==> src/rtl/fp_divider_seq.sv <==
// fp_divider_seq: sequential IEEE-754 single-precision divider.
// Radix-2 restoring mantissa division, one quotient bit per clock,
// with a start/busy/done handshake. Subnormal inputs are flushed to zero.
// Optional build macro: FP_DIV_RNE_EN (round-to-nearest-even); when it is
// undefined the quotient is truncated (round toward zero).
module fp_divider_seq #(
  parameter int EXP_W = 8,
  parameter int MAN_W = 23,
  parameter int BIAS  = 127
) (
  input  logic                     clk,
  input  logic                     rst,
  input  logic                     start,
  input  logic [EXP_W+MAN_W:0]     a,
  input  logic [EXP_W+MAN_W:0]     b,
  output logic [EXP_W+MAN_W:0]     out,
  output logic                     busy,
  output logic                     done
);

  localparam int W  = 1 + EXP_W + MAN_W;
  localparam int QW = MAN_W + 4;          // hidden + mantissa + guard + round
  localparam int SW = MAN_W + 3;          // remainder width incl. sign bit
  localparam int EW = EXP_W + 2;          // signed exponent work width
  localparam int CW = $clog2(QW);

  localparam logic signed [EW-1:0] BIAS_E = EW'(BIAS);
  localparam logic signed [EW-1:0] EMAX_E = EW'((1 << EXP_W) - 1);
  localparam logic signed [EW-1:0] ZERO_E = '0;
  localparam logic signed [EW-1:0] ONE_E  = EW'(1);
  localparam logic [CW-1:0]        CNT_INIT = CW'(QW - 1);

  typedef enum logic [1:0] {IDLE, LOAD, DIV, NORM} state_t;

  state_t state_reg, state_next;

  logic [W-1:0]          a_reg, b_reg, out_reg;
  logic                  done_reg;
  logic                  sign_reg;
  logic signed [EW-1:0]  exp_reg;
  logic [SW-1:0]         rem_reg;
  logic [MAN_W:0]        mb_reg;
  logic [QW-1:0]         q_reg;
  logic [CW-1:0]         cnt_reg;

  // Operand field decode of the latched inputs
  logic [EXP_W-1:0] ea, eb;
  logic [MAN_W-1:0] fa, fb;
  logic             a_zero, b_zero, a_inf, b_inf, a_nan, b_nan;
  logic             res_sign;
  logic             special;
  logic [W-1:0]     special_val;

  assign ea = a_reg[W-2:MAN_W];
  assign eb = b_reg[W-2:MAN_W];
  assign fa = a_reg[MAN_W-1:0];
  assign fb = b_reg[MAN_W-1:0];
  assign res_sign = a_reg[W-1] ^ b_reg[W-1];

  // Classify operands and pick the result for the short special-case path
  always_comb begin
    a_zero = (ea == '0);
    b_zero = (eb == '0);
    a_inf  = (ea == '1) && (fa == '0);
    b_inf  = (eb == '1) && (fb == '0);
    a_nan  = (ea == '1) && (fa != '0);
    b_nan  = (eb == '1) && (fb != '0);
    special     = 1'b1;
    special_val = '0;
    if (a_nan || b_nan || (a_zero && b_zero) || (a_inf && b_inf)) begin
      special_val = {1'b0, {EXP_W{1'b1}}, 1'b1, {(MAN_W-1){1'b0}}};
    end else if (b_zero || a_inf) begin
      special_val = {res_sign, {EXP_W{1'b1}}, {MAN_W{1'b0}}};
    end else if (a_zero || b_inf) begin
      special_val = {res_sign, {(W-1){1'b0}}};
    end else begin
      special = 1'b0;
    end
  end

  // One restoring step: trial subtract, keep it if non-negative
  logic [SW-1:0] diff;
  logic          q_bit;
  logic [SW-1:0] rem_sel;

  always_comb begin
    diff    = rem_reg - {2'b00, mb_reg};
    q_bit   = ~diff[SW-1];
    rem_sel = q_bit ? diff : rem_reg;
  end

  // Normalise, round and range-check the finished quotient
  logic                 hid, guard, rnd, sticky, round_up;
  logic [MAN_W-1:0]     man_t, man_f;
  logic [MAN_W:0]       man_r;
  logic signed [EW-1:0] exp_n, exp_r;
  logic [W-1:0]         norm_val;

  always_comb begin
    hid = q_reg[QW-1];
    if (hid) begin
      man_t = q_reg[QW-2:3];
      exp_n = exp_reg;
      guard = q_reg[2];
      rnd   = q_reg[1];
    end else begin
      man_t = q_reg[QW-3:2];
      exp_n = exp_reg - ONE_E;
      guard = q_reg[1];
      rnd   = q_reg[0];
    end
    // A quotient bit below the round position is still inexactness information
    sticky = (|rem_reg) | (hid & q_reg[0]);
`ifdef FP_DIV_RNE_EN
    round_up = guard & (rnd | sticky | man_t[0]);
`else
    // Truncation: rounding information is present but never applied
    round_up = 1'b0 & (guard | rnd | sticky);
`endif
    man_r = {1'b0, man_t} + {{MAN_W{1'b0}}, round_up};
    if (man_r[MAN_W]) begin
      exp_r = exp_n + ONE_E;
      man_f = '0;
    end else begin
      exp_r = exp_n;
      man_f = man_r[MAN_W-1:0];
    end
    if (exp_r >= EMAX_E) begin
      norm_val = {sign_reg, {EXP_W{1'b1}}, {MAN_W{1'b0}}};
    end else if (exp_r <= ZERO_E) begin
      norm_val = {sign_reg, {(W-1){1'b0}}};
    end else begin
      norm_val = {sign_reg, exp_r[EXP_W-1:0], man_f};
    end
  end

  // State register
  always_ff @(posedge clk) begin
    if (rst) state_reg <= IDLE;
    else     state_reg <= state_next;
  end

  // Next-state logic
  always_comb begin
    state_next = state_reg;
    case (state_reg)
      IDLE:    if (start) state_next = LOAD;
      LOAD:    state_next = special ? IDLE : DIV;
      DIV:     if (cnt_reg == '0) state_next = NORM;
      NORM:    state_next = IDLE;
      default: state_next = IDLE;
    endcase
  end

  // Handshake outputs derived from state
  always_comb begin
    busy = (state_reg != IDLE);
  end

  assign out  = out_reg;
  assign done = done_reg;

  // Operand latch, iterative datapath and result register
  always_ff @(posedge clk) begin
    if (rst) begin
      a_reg    <= '0;
      b_reg    <= '0;
      out_reg  <= '0;
      done_reg <= 1'b0;
      sign_reg <= 1'b0;
      exp_reg  <= '0;
      rem_reg  <= '0;
      mb_reg   <= '0;
      q_reg    <= '0;
      cnt_reg  <= '0;
    end else begin
      done_reg <= 1'b0;
      case (state_reg)
        IDLE: begin
          if (start) begin
            a_reg <= a;
            b_reg <= b;
          end
        end
        LOAD: begin
          if (special) begin
            out_reg  <= special_val;
            done_reg <= 1'b1;
          end else begin
            sign_reg <= res_sign;
            exp_reg  <= $signed({2'b00, ea}) - $signed({2'b00, eb}) + BIAS_E;
            rem_reg  <= {2'b00, 1'b1, fa};
            mb_reg   <= {1'b1, fb};
            q_reg    <= '0;
            cnt_reg  <= CNT_INIT;
          end
        end
        DIV: begin
          rem_reg <= rem_sel << 1;
          q_reg   <= {q_reg[QW-2:0], q_bit};
          cnt_reg <= cnt_reg - 1'b1;
        end
        NORM: begin
          out_reg  <= norm_val;
          done_reg <= 1'b1;
        end
        default: ;
      endcase
    end
  end

endmodule

==> config.mk <==
export PLATFORM = sky130hd
export DESIGN_NAME = fp_divider_seq
export DESIGN_NICKNAME = d
export VERILOG_FILES = /design/src/rtl/fp_divider_seq.sv
export SDC_FILE = /design/constraint.sdc
export NUM_CORES = 1
export LEC_CHECK = 0
export CORE_UTILIZATION = 55
export DETAILED_ROUTE_END_ITERATION = 12
export DONT_BUFFER_PORTS = 1
export PLACE_DENSITY = 0.81
export SLEW_MARGIN = 10
export SYNTH_ARGS = -nofsm -noshare
export SYNTH_HDL_FRONTEND = slang
export SYNTH_SLANG_ARGS = --single-unit
==> constraint.sdc <==
create_clock -name clk -period 3.3 [get_ports clk]
set_clock_uncertainty 0.1 [all_clocks]
set_input_delay 0.33 -clock clk [delete_from_list [all_inputs] [get_ports clk]]
set_output_delay 0.33 -clock clk [all_outputs]
set_load 0.02 [all_outputs]
==> results summary, run 1 <==
The area fraction of the dominant cell type after synthesis is 38.9%. Setup repair after global routing left no endpoint under its margin. The element type at the critical path end is a flip-flop. The number of fillers in the final layout is ~1400. In this run the core area contains 48 standard-cell rows.

The die area came out at approximately 19000 um^2. The iteration count of the initial detailed-routing pass is 5. The final core utilization came out at 64.4%. STA classifies the critical path startpoint as a flip-flop. The clock passes through at most 2 buffers.

The biggest area contributor in the post-synthesis netlist is dfxtp_1. In this run the worst hold path is classified as in -> reg. In the global route stage, overall resource usage came out at ~28%.

The slew at the pin with the worst max-slew slack is 861 ps. The clock edge transition at the registers on the reported setup and hold paths is ~70 ps. The combinational family with the most area after synthesis is simple AND/OR/NAND/NOR gates. The critical path goes through inv_1, ha_1, a21o_1, a31oi_2, o32ai_2, a31oi_2, a21oi_2, and3b_1, buf_12, mux2_4, a21oi_2. Of the cells placed in the final design, the portion with a size suffix greater than 1 is under 10%.

The max-slew violation total from the final report is 0. The worst hold path depth is 2. The post-CTS resize count came out at 0. The count of flip-flops with a built-in enable after synthesis came out at 0.

The post-place instance area is 9930 um^2. The arithmetic-cell share of the synthesized area counting full adders, half adders and majority gates came out at approximately 5.0%. Measured against its own limit, the worst slew margin works out to between 40% and 50%. The per-instance average area after synthesis is 7.92 um^2. The average detailed-routed wire length per instance is 17.1 um. The initial antenna violation count is 0. nand2_1 is the most common cell in the netlist. The detailed-route DRC error count came out at 0.

The worst ir drop on vdd came out at around 0.5 mV. For this design, the slowest cell found on the critical path is and3b_1. The fraction of synthesized cell area in xor and xnor cells came out at under 10%. Of the synthesized area, sequential elements account for between 30% and 40%.

Entering global routing, the biggest net connects 140 pins. The number of port buffers is 0. TritonCTS built the clock tree.

The time the final worst path needs with I/O delays and setup is 2950 ps. For the worst setup path, the data required time is approximately 3600 ps. The final RePlAce weighted congestion is around 0.93. The top-level I/O count came out at a little over 100.

The area of all placed cells without fillers is 11200 um^2. By area the synthesized netlist is led by dfxtp_1 39%, nand2_1 11%, a21oi_1 8.4%, ha_1 4.6%, mux2i_1 3.7%. The total of warnings raised by yosys is 0. The post-route antenna net violation count came out at 0. By count the netlist is led by 285 x nand2_1, 192 x dfxtp_1, 166 x a21oi_1. Summed over all cells, the static leakage comes to 4.07 nW. The logic depth of the worst register-to-register path is 11. Measured along the y axis, the die boundary spans about 140 um. The via total after detailed routing came out at between 8000 and 9000. The number of inserted diodes came out at 0. Of the total synthesized cell area, the portion taken by AND, OR, NAND and NOR gates is between 20% and 30%. STA puts the critical path data arrival time at around 3200 ps. Together, buffers and inverters on the worst path number 2. The setup violation total in the final timing report came out at 0. The horizontal die dimension came out at 136 um. The final number of hold-violating endpoints was 0. At the later pin of the worst-skew pair, clock insertion delay measures roughly 440 ps. For this run, the leading register cell type out of synthesis is dfxtp_1. The flow ran to the end, and the final reports show no timing, DRC or antenna violations.

The number of instances in the synthesized netlist is about 1200. The portion of synthesized area spent on multiplexers is 4.17%. Once detailed placement completed, the half-perimeter wirelength came to approximately 16000 um. The final layout contains approximately 1400 nets.

The count of routing violations after the opening detailed-route iteration is about 800. The final global-route overflow total came out at 0. The synthesized netlist devotes 20.6% of its cell area to compound gates.

The post-synth net total came out at roughly 1400. The initial core utilization came out at between 50% and 60%. Counting every sink on the clock net gives 192.

The number of global-route vias before repair is 8172. The combined area of all synthesized cells came out at 9880 um^2. For this run, the slowest stage of the critical path takes 400 ps.

The count of cell types in the netlist came out at 80. The portion of the clock cycle consumed by the worst path in the final layout came out at about nine tenths. The standard cell core area came out at roughly 17000 um^2. The wire length of the first global-routing pass came out at about 41000 um.

For the final routed database, the setup TNS stands at 0 ps. The area growth from synthesis to layout is 13.4%. After detailed routing, the number of vias per cell comes to 5.95.

The total wire length came out at 25600 um. The max-cap violation count came out at 0. The timing-limited maximum frequency came out at ~0.34 GHz. Of all nets on the critical path, the largest fanout is 21. The kind of critical path is reg -> reg. The number of cells on the critical path is 11. The areal power density over the cells is roughly 660 nW/um^2. The post-synthesis register bit count came out at roughly 190. The H-tree generated during clock tree synthesis spans 4 levels. The category of cells accounting for the largest share of critical-path delay is compound AO/OA/AOI/OAI gates. In this run, CTS created clock tree buffers numbering 17. The tree is rooted in a clkbuf_16. After synthesis, the share of flip-flops with an asynchronous set or reset is 0%.
## area by class of cell
type	instances	area [um^2]	share of cell area [%]
Multi-Input combinational cell	923	5470	48.8
Sequential cell	192	3840	34.3
Inverter	48	180	1.61
Tap cell	225	282	2.51
Clock buffer	18	439	3.92
Clock inverter	14	148	1.32
Timing Repair Buffer	82	851	7.59
## placed cells by master, fill, tap and decap left out, drive strengths merged, types with 3 or more instances in the layout
| cell | synthesis | routed |
|---|---|---|
| nand2 | 286 | 286 |
| dfxtp | 192 | 192 |
| a21oi | 171 | 171 |
| dlygate4sd3 | 0 | 66 |
| o21ai | 55 | 55 |
| nand3 | 52 | 52 |
| inv | 47 | 52 |
| nor2 | 51 | 51 |
| mux2i | 37 | 37 |
| ha | 36 | 36 |
| xnor2 | 24 | 24 |
| nor3 | 19 | 19 |
| clkbuf | 51 | 18 |
| nor4 | 18 | 18 |
| buf | 33 | 16 |
| xor2 | 15 | 15 |
| o221ai | 15 | 15 |
| a21o | 13 | 13 |
| a211oi | 13 | 13 |
| a31oi | 11 | 11 |
| nand4 | 10 | 10 |
| nand2b | 7 | 7 |
| clkinv | 1 | 7 |
| or3 | 6 | 6 |
| o21bai | 6 | 6 |
| nor2b | 5 | 5 |
| a221oi | 5 | 5 |
| a311oi | 4 | 4 |
| o211ai | 4 | 4 |
| or2 | 4 | 4 |
| and3 | 4 | 4 |
| and2 | 4 | 4 |
| a21boi | 4 | 4 |
| o21a | 3 | 3 |
| nand3b | 3 | 3 |
| o31ai | 3 | 3 |
| a41oi | 3 | 3 |
| clkinvlp | 0 | 3 |
| mux2 | 3 | 3 |
## routing by layer
layer | share of wire [%] | global-route usage (%)
met3 | 6.7 | 4.96
met4 | 1.9 | 9.88
met1 | 44 | 37.0
met5 | 0 | 0
met2 | 48 | 45.3
## worst register-to-register path, delay by kind of cell (launching register included)
family,cells,cell delay [ps]
adder cells (fa/ha/maj),1,330
flip-flops,1,350
AND/OR/NAND/NOR,1,400
buffers and inverters,2,270
AO/OA/AOI/OAI,6,1100
multiplexers,1,330
## kinds of logic (layout without fill, tap and decap cells)
family,after synthesis,count (layout)
adders and majority gates,38,38
muxes,40,40
DFF,192,192
and+or+nand+nor,479,479
xor gates and xnor gates,39,39
AOI/OAI and AO/OA,327,327
buffers and inverters,132,162
## power breakdown
part	internal, mW	total [mW]	switching (mW)
clock network	1.03	2.04	1.01
logic	1.14	2.73	1.59
registers	2.47	2.65	0.183
total	4.63	7.42	2.78
## what timing repair did
| action | CTS | global route |
|---|---|---|
| hold buffers | 67 | 0 |
| endpoints found under the hold margin | 139 | 0 |
| setup buffers | 0 | 0 |
## final timing paths
check,endpoint,from,slack (ps)
min,out[23]$_SDFFE_PP0P_,rst,10
max reg2reg,rem_reg[1]$_SDFFE_PP0P_,mb_reg[6]$_SDFFE_PP0P_,350
min reg2reg,mb_reg[2]$_SDFFE_PP0P_,mb_reg[2]$_SDFFE_PP0P_,360
max,rem_reg[1]$_SDFFE_PP0P_,mb_reg[6]$_SDFFE_PP0P_,350
## metrics by stage
step / worst slack, ps / std cells / hold slack [ps] / total power [mW]
6_report: 354 / 1502 / 11.2 / 7.42
4_1_cts: 411 / 1502 / 1.51 / 7.36
3_3_place_gp: 519 / 1403 / 319 / 5.23
2_1_floorplan: 759 / 1247 / 332 / 4.83
3_5_place_dp: 433 / 1403 / 316 / 5.26
5_1_grt: 200 / 1502 / 1.78 / 7.80
Power figures use the tool's default switching activity.
==> inputs of run 2 (changes only) <==
Settings changed: TNS_END_PERCENT set to 50.
==> results of run 2 <==
No change in the layout: final DEF, timing and power equal those of run 1.
==> inputs of run 3 (changes only) <==
Settings changed: ABC_CLOCK_PERIOD_IN_PS set to 3660.
Clock period 3.3 ns to 3.66 ns, I/O delays scaled along.
==> run 3 against run 2 <==
Compared with the run above:
- critical path depth unchanged
- combinational power decreased by 12%
- maximum frequency decreased by 5.7%
- hold slack improved by 3.9 ps
- die area unchanged
- final cell count decreased by 0.80%
- clock power decreased by 7%
- non-clock buffer count decreased by 11
- utilization decreased by 0.82 points
- global-route usage increased by 0.16 points
- largest cell class unchanged
- largest power group is now sequential cells
==> results summary, run 3 (synthesis results as in run 1) <==
The flow ran to the end, and the final reports show no timing, DRC or antenna violations. The root buffer cell chosen for the clock tree is clkbuf_16. The worst hold path belongs to the class in -> reg. The clock insertion delay at the later pin of the skew report is 440 ps (about the same). Compared with the post-synthesis result, the final layout area differs by 12.0%. The routed length on met2 is 12100 um (-1.2%). The slew at the pin with the worst max-slew slack came out at 1180 ps (+322 ps).

Routed signal wires occupy layers up through met4. The area of all placed cells without fillers is 11100 um^2 (-1.3%). The element type at the critical path end is a flip-flop. The max-slew violation total from the final report was 0 (unchanged).

STA classifies the critical path startpoint as a flip-flop. The clock edge transition at the registers on the reported setup and hold paths is 70 ps (about the same). The iteration count of the initial detailed-routing pass is 5 (unchanged). The standard cell core area came out at 17400 um^2 (unchanged). The detailed-route DRC error count was 0 (unchanged). The total wire length is 25400 um (-0.92%). The number of placement rows came out at 48 (unchanged).

The signal on the critical path passes through inv_1, ha_1, a21o_1, a31oi_2, o32ai_2, a31oi_2, a21oi_2, and3b_1, buf_4, mux2_4, a21oi_2. The clock net sink count is 192 (unchanged). The startpoint of the worst-slack reg-to-reg timing path is mb_reg[8]$_SDFFE_PP0P_. The critical path in this run is classified as reg -> reg. The number of vias per cell after detailed routing came to 5.96 (+0.20%). The top-level I/O count came out at 101 (unchanged). The total negative slack came out at 0 ps (unchanged). The max-slew headroom at the worst pin is 21.1% (-21 points). The number of global-route vias before repair came out at 8380 (+2.5%). The share of cells above drive strength 1 came to 6.64% (-0.49 points). The vertical die dimension came out at 136 um (unchanged). The average detailed-routed wire length per instance is 17.0 um (-0.12%). The timing-limited maximum frequency came to 0.320 GHz (-5.7%). The number of inserted diodes is 0 (unchanged). Leaving out fill and tap cells, the most frequent cell in the layout is nand2_1.

The wire length of the first global-routing pass is 40900 um (+0.39%). The final core utilization is 63.5% (-0.82 points). The initial antenna violation count was 0 (unchanged). The via total after detailed routing is 8880 (-0.60%). The setup violation total in the final timing report is 0 (unchanged). The time the final worst path needs with I/O delays and setup is 3120 ps (+178 ps). In this run the most critical hold path is launched from a[18]. The horizontal die dimension came out at 136 um (unchanged).

The startpoint of the most critical setup path is mb_reg[8]$_SDFFE_PP0P_. The final global-route overflow total is 0 (unchanged). The cell leakage power is 4.02 nW (-1.3%). The final RePlAce weighted congestion is 0.965 (+3.4%).

The overall global routing resource usage is 28.1% (+0.16 points). The final number of hold-violating endpoints came out at 0 (unchanged). The die area is 18500 um^2 (unchanged). The wire length on met3 came out at 1660 um (-3.1%).

The CTS tree is yes. The cell total after placement was 1398 (-0.36%). The post-CTS resize count came out at 0 (unchanged). The sum of routed wire segments on met1 is 10900 um (-2.6%). Setup repair after global routing left no endpoint under its margin. The number of port buffers came out at 0 (unchanged). The maximum clock path buffer count was 2 (unchanged).

The post-layout net count is 1358 (-0.80%). The portion of the clock cycle consumed by the worst path in the final layout was 85.4% (-3.9 points). The count of routing violations after the opening detailed-route iteration was 753 (-5.6%).

The placed wire-length estimate came out at 15900 um (-1.8%). The areal power density over the cells came to 602 nW/um^2 (-9.0%). The arrival time of the worst setup path is 3400 ps (+180 ps). The top cell types in the final layout, fill and taps aside, are 284 x nand2_1, 192 x dfxtp_1, 166 x a21oi_1. The post-route antenna net violation count is 0 (unchanged). The max-cap violation count came out at 0 (unchanged). The sum of internal, switching and leakage power is 6.67 mW (-10%). The H-tree level count is 4 (unchanged). The post-place instance area came out at 9850 um^2 (-0.88%). The number of cells in the finished layout apart from fillers was 1490 (-0.80%). The biggest cell delay along the critical path is 430 ps (+30 ps).

The pin count of the biggest net entering global routing was 140 (unchanged). The worst ir drop on vdd came out at 0.430 mV (-16%). The largest fanout on the critical path came to 18 (-14%). The total clock buffers created by CTS came out at 17 (unchanged).

The critical path data required time is 3930 ps (+350 ps). The initial core utilization came out at 56.7% (unchanged). For this design, the slowest cell found on the critical path is and3b_1.
==> run 3: through the flow <==
stage	hold WS (ps)	setup slack, ps
6_report	15.1	536
4_1_cts	3.10	570
2_1_floorplan	332	1120
5_1_grt	0.941	392
3_3_place_gp	336	672
3_5_place_dp	343	603
==> run 3: area by class of cell <==
type | count | area [um^2]
fillers | 1407 | 6350
multi-input cells | 923 | 5470
repair buffers | 71 | 703
clock inverters | 12 | 149
clock buffers | 19 | 443
well taps | 225 | 282
flip-flops and latches | 192 | 3840
inverters | 48 | 180
==> run 3: timing repair <==
item,CTS,global route
hold endpoints to repair,139,0
hold buffers,61,0
setup buffers,0,0
==> run 3: path summary, 6_finish.rpt <==
path	slack, ps	end	depth (start not counted)
min	20	a_reg[18]$_SDFFE_PP0P_	2
max reg2reg	540	rem_reg[2]$_SDFFE_PP0P_	11
max	540	rem_reg[2]$_SDFFE_PP0P_	11
min reg2reg	360	mb_reg[6]$_SDFFE_PP0P_	2
==> run 3: critical path, delay by kind of cell, from the launching register on <==
family / cells / cell delay, ps
muxes: 1 / 340
buffers and inverters: 2 / 430
AOI/OAI and AO/OA: 6 / 1090
and+or+nand+nor: 1 / 430
DFF: 1 / 330
adders and majority gates: 1 / 360
==> run 3: per-layer routing <==
metal  vias up  track usage (%)
li1       4350                -
met1      4152             35.0
met2       314             46.3
met3        64             6.86
met4         0             11.1
met5         -                0
==> run 3: report_power, final <==
part	switching, mW	internal (mW)	total, mW
sequential	0.161	2.23	2.39
combinational	1.44	0.949	2.39
clock	0.846	1.04	1.89
total	2.44	4.22	6.67
